==> src/rtl/eprom_read_arbiter.sv <==
// Round-robin read arbiter sharing one EPROM between two requesters.
// Latches the winner's address, holds select/read low for WAIT_CYCLES+1 cycles, then acks.
module eprom_read_arbiter #(
    parameter int unsigned ADDR_W      = 16,
    parameter int unsigned DATA_W      = 8,
    parameter int unsigned WAIT_CYCLES = 2
) (
    input  logic              clock,
    input  logic              reset,
    input  logic              req0,
    input  logic [ADDR_W-1:0] addr0,
    input  logic              req1,
    input  logic [ADDR_W-1:0] addr1,
    output logic              ack0,
    output logic              ack1,
    output logic [DATA_W-1:0] rdata,
    output logic [1:0]        grant,
    output logic [ADDR_W-1:0] eprom_addr,
    input  logic [DATA_W-1:0] eprom_data,
    output logic              eprom_s_,
    output logic              eprom_mr_
);

    localparam int unsigned CNT_W = (WAIT_CYCLES > 0) ? $clog2(WAIT_CYCLES + 1) : 1;
    localparam logic [CNT_W-1:0] CNT_LOAD = CNT_W'(WAIT_CYCLES);

    typedef enum logic [1:0] {
        StIdle,
        StAccess,
        StDone
    } state_t;

    state_t           state_q;
    logic [CNT_W-1:0] cnt_q;
    logic             last_grant_q;
    logic             pick1;

    // On a tie, the requester that did not win last time goes next.
    always_comb begin
        pick1 = req1 && (!req0 || !last_grant_q);
    end

    always_ff @(posedge clock) begin
        if (reset) begin
            state_q      <= StIdle;
            cnt_q        <= '0;
            last_grant_q <= 1'b1;
            ack0         <= 1'b0;
            ack1         <= 1'b0;
            grant        <= 2'b00;
            rdata        <= '0;
            eprom_addr   <= '0;
            eprom_s_     <= 1'b1;
            eprom_mr_    <= 1'b1;
        end else begin
            ack0 <= 1'b0;
            ack1 <= 1'b0;
            unique case (state_q)
                StIdle: begin
                    if (req0 || req1) begin
                        eprom_addr   <= pick1 ? addr1 : addr0;
                        grant        <= pick1 ? 2'b10 : 2'b01;
                        last_grant_q <= pick1;
                        cnt_q        <= CNT_LOAD;
                        eprom_s_     <= 1'b0;
                        eprom_mr_    <= 1'b0;
                        state_q      <= StAccess;
                    end
                end
                StAccess: begin
                    if (cnt_q != '0) begin
                        cnt_q <= cnt_q - 1'b1;
                    end else begin
                        rdata     <= eprom_data;
                        eprom_s_  <= 1'b1;
                        eprom_mr_ <= 1'b1;
                        state_q   <= StDone;
                    end
                end
                StDone: begin
                    // Ack pulse becomes visible together with the return to idle.
                    ack0    <= grant[0];
                    ack1    <= grant[1];
                    grant   <= 2'b00;
                    state_q <= StIdle;
                end
                default: begin
                    state_q <= StIdle;
                end
            endcase
        end
    end

endmodule
==> config.mk <==
export PLATFORM = sky130hd
export DESIGN_NAME = eprom_read_arbiter
export DESIGN_NICKNAME = d
export VERILOG_FILES = /design/src/rtl/eprom_read_arbiter.sv
export SDC_FILE = /design/constraint.sdc
export NUM_CORES = 1
export LEC_CHECK = 0
export CAP_MARGIN = 20
export CORE_UTILIZATION = 40
export CTS_CLUSTER_SIZE = 28
export DETAILED_ROUTE_END_ITERATION = 7
export GPL_TIMING_DRIVEN = 0
export HOLD_SLACK_MARGIN = 0.08
export PLACE_DENSITY = 0.79
export RECOVER_POWER = 100
export SLEW_MARGIN = 20
export SYNTH_ARGS = -nofsm -noshare
export SYNTH_HDL_FRONTEND = slang
export SYNTH_SLANG_ARGS = --single-unit
export TNS_END_PERCENT = 1
==> constraint.sdc <==
create_clock -name clock -period 1.8 [get_ports clock]
set_input_delay 0.36 -clock clock [delete_from_list [all_inputs] [get_ports clock]]
set_output_delay 0.36 -clock clock [all_outputs]
set_load 0.05 [all_outputs]
## Word level (Yosys, flattened, before mapping)

Index checks and enable logic that the tools add are counted.
Widths: inputs -> output; s select.

- Bits in registers: 34
- Bits of input ports: 44
- Output and inout port bits: 30

- Add/sub/neg operators: 1
- Equal/unequal tests: 5
- Mux-type cells: 13
- Bitwise operators: 2
- Reduce and logical (&&, ||, !) cells: 16

Operator list:

| operator | count |
|---|---|
| $mux 16 | 1 |
| $mux 2 | 6 |
| $pmux 2 s2 | 3 |
| $reduce_and 2->1 | 4 |
| $ne 2x2->1 const B | 3 |
| $reduce_and 3->1 | 2 |
| $reduce_bool 2->1 | 3 |
| $eq 2x1->1 const B | 1 |
| $eq 2x2->1 const B | 1 |
| $logic_not 1->1 | 2 |
| $logic_not 2->1 | 1 |
| $logic_or 1x1->1 | 2 |
| $mux 1 | 2 |
| $not 1->1 | 2 |
| $pmux 1 s2 | 1 |
| $reduce_or 2->1 | 1 |
| $sub 2x1->2 const B | 1 |
| $logic_and 1x1->1 | 1 |

## Longest topological paths before layout

- Word-level depth: 6
- Mapped depth: 6
- Mapped depth without buffers: 5

## Worst setup path after synthesis

OpenSTA, ideal clock, no wires.

- Path type: input port to flip-flop
- From: input port req0
- To: register eprom_addr[2]
- Arrival: 1196 ps
- Path slack: 460 ps
- Stages: 6
- Buffers on the path: 3
- Path through: buf_4 > or2_0 > buf_2 > buf_4 > a21oi_1 > a311oi_2

- Longest elaborated chain between the ends: 4
- Elaborated cells on any way between the ends: 6
- Classes of those cells: mux (1); reduce/logical (5)

Ends and longest elaborated chain:

| item | line | RTL |
|---|---|---|
| start, declared | 10 | `input logic req0,` |
| $logic_not 1->1 | 40 | `pick1 = req1 && (!req0 \|\| !last_grant_q);` |
| $logic_or 1x1->1 | 40 |  |
| $logic_and 1x1->1 | 40 |  |
| $mux 16 | 61 | `eprom_addr <= pick1 ? addr1 : addr0;` |
| end signal, assigned | 61 |  |
| end, declared | 18 | `output logic [ADDR_W-1:0] eprom_addr,` |

Parallel ways exist; a longest one is shown, timed or not.
A chain may end at the register's enable or synchronous reset.

## Worst setup path after layout

- From: register ack0
- To: output port ack0

RTL lines:

| item | line | RTL |
|---|---|---|
| start, declared | 14 | `output logic ack0,` |
| start signal, assigned | 82 | `ack0 <= grant[0];` |

No word-level cell between the ends.

==> summary.txt <==
Die H: 64.5 µm
Outcome: finished clean
CP Launch Type: flop
First-pass detailed-route iteration total: 4
YS warnings: 0
Global route total overflow: 0
Total GRT Usage: 20.6%
Maximum clock path buffer count: 2
CP Capture Type: primary output
CTS Buf Count: 5
Top FF cell, synth: dfxtp_1
Clk Tree Root Cell: clkbuf_8
Hold Path Stages: 3
Arr. time, crit path: 1.41 ns
F_max: 565 MHz
Die width: 64.5 µm
Layout area overhead: 48.2%
RSZ-0062 raised after global routing: no
# fillers: 353
Worst-margin pin slew: 0.655 ns
Post-synth top cells: 34 x dfxtp_1, 24 x nand2_1, 13 x a21oi_1
Antenna viol nets, final: 0
Reg area: 681 µm²
Worst reg2reg path startpoint: cnt_q[0]
R2R setup slack: 0.24 ns
Setup violators final: 0
Clock sinks: 34
Critical Path Max Stage Delay: 0.80 ns
Post-layout util: 62.3%
Min cycle time layout: 1.77 ns
Post-synth top area cell: dfxtp_1
Clock slew at reported path FFs: 0.07 ns
Worst Clk Skew: 0.00270 ns
Worst Path Buf+Inv: 1
CP top delay family: buffers and inverters
Crit Path Max Fanout: 1
Global-route wire length before repair: 6600 µm
Mean post-synth cell area: 9.41 µm²
Worst-path cell chain: clkdlybuf4s50_1
Count of input and output buffers: 71
Synthesized area: 0.00156 mm²
Slew headroom: 56.2%
Beginning of the worst hold path: req0
Die ar.: 0.00416 mm²
Reg2reg end: rdata[1]
Vias/cell: 5.12
Max Cap Viol: 0
DR DRC count: 0
Pin count of the biggest net entering global routing: 13
Initial cell density of the core: 42.1%
# hold bufs at CTS: 0
Top post-synthesis cells by area: dfxtp_1 44%, a311oi_2 9.6%, nand2_1 5.8%, mux2i_1 5.1%, a21oi_1 4.2%
TritonCTS clock tree: yes
Synth async-reset ratio: 0%
Drt total wl: 3680 µm
Syn_nets: 212
CP required: 1.44 ns
#FFs+latches synth: 34
Max-slew violations: 0
Footprint of the multi-input gates: 747 µm²
Final Hold Fails: 0
Row cnt: 22
Critical-path top delay cell: clkdlybuf4s50_1
Setup Crit Path Kind: flop to primary output
Min Hold Slack: 0.424 ns
Post-synth cell types: 36
Synthesized instance count: 166
Leak: 0.949 nW
Vias in the first global route: 1486
Skew-Pair Late Insertion Delay: 0.29 ns
Cell Pwr Density: 1060 mW/mm²
Count leader, synth: dfxtp_1
FF-to-FF path depth: 6
Antenna cells: 0
H-tree levels: 2
Vias: 1500
Peak VDD IR: 0.000489 V
Routability-driven placement congestion ratio: 0.766
Routed length per instance: 12.6 µm
IO Count: 74
Synth top area share: 43.6%
Initial antenna violation count: 0
DP Wirelength: 2640 µm
1st-iter DRT viols: 75
Fin nets: 290
Share of cells above drive strength 1: 11.0%
Final cycle utilization of the critical path: 98.3%
EDFF count, synth: 0
Worst Hold Endpoint: eprom_addr[13]
Hold Crit Class: input pin to flop
Core ar.: 0.00372 mm²
Register area share after synthesis: 43.6%
[layer usage]
layer / part of all wire (%) / vias up / GRT usage, %
met3: 11 / 6 / 9.86
met1: 43 / 670 / 23.8
met5: 0 / - / 0
met4: 1.5 / 0 / 7.50
li1: - / 756 / -
met2: 44 / 68 / 32.9
[power breakdown]
part           internal, mW  switching (mW)
Combinational         0.266           0.476
Clock                 0.555           0.289
Sequential            0.833          0.0444
Total                  1.65           0.810
[final cells by class]
| type | count | area share, % |
|---|---|---|
| sequential | 34 | 29.4 |
| buffer | 15 | 3.62 |
| inverter | 3 | 0.486 |
| clock buffer | 5 | 2.97 |
| timing repair buffer | 71 | 25.7 |
| tap | 48 | 2.59 |
| multi-input combinational | 114 | 32.3 |
| clock inverter | 3 | 2.97 |
[sequential cells by signal (all words and copies together), names as in the netlist]
| signal | flops |
|---|---|
| eprom_addr | 16 |
| state_q | 2 |
| grant | 2 |
| cnt_q | 2 |
| ack0 | 1 |
| eprom_mr_ | 1 |
| rdata | 8 |
| last_grant_q | 1 |
| ack1 | 1 |
[worst max-delay path by stage]
stage / start / end / slack [ns] / cells after the start
finish: ack0 / ack0 / 0.03 / 1
global route: ack0 / ack0 / 0.005 / 1
CTS: eprom_mr_ / eprom_mr_ / 0.003 / 1
detailed placement: req1 / grant[1] / -0.05 / 5
global placement: req1 / grant[1] / -0.04 / 5
floorplan: req0 / eprom_addr[2] / 0.46 / 6
[kinds of logic after synthesis]
family / Yosys count / synth area share [%]
mux: 8 / 5.12
simple gates: 60 / 20.2
fa+ha+maj: 2 / 1.60
compound gates: 44 / 23.1
flops: 34 / 43.6
buf+inv: 18 / 6.48
[layout by cell type (no fill, tap or decap), drive strengths merged, types with 2 or more instances in the layout]
cell,synthesis,final
clkdlybuf4s50,0,43
nand2,24,24
ha,2,2
nand2b,3,3
dfxtp,34,34
o21ai,7,7
nand3,6,6
nor2,12,12
nand3b,2,2
clkbuf,3,28
a21oi,13,13
a311oi,11,11
nor3b,4,4
or2,2,2
a221oi,2,2
a31oi,5,5
inv,3,3
dlygate4sd2,0,12
buf,12,8
bufinv,0,2
nand4,5,5
mux2i,8,8
[through the flow]
stage	instances	setup slack [ns]	power [mW]	cell area [µm²]	TNS [ns]
after floorplan	166	0.460	1.45	1560	0
after global routing	293	0.00503	2.59	2320	0
final	293	0.0313	2.46	2320	0
after detailed placement	285	-0.0503	1.73	2330	-0.296
after global placement	285	-0.0354	1.73	2330	-0.243
after CTS	293	0.00269	2.55	2460	0
[what timing repair did]
item | CTS | global route
gates resized for setup | 12 | 16
setup endpoints to repair | 12 | 16
cloned | 0 | 0
buffers inserted | 0 | 0
No activity file was read; power rests on OpenSTA's default activity.
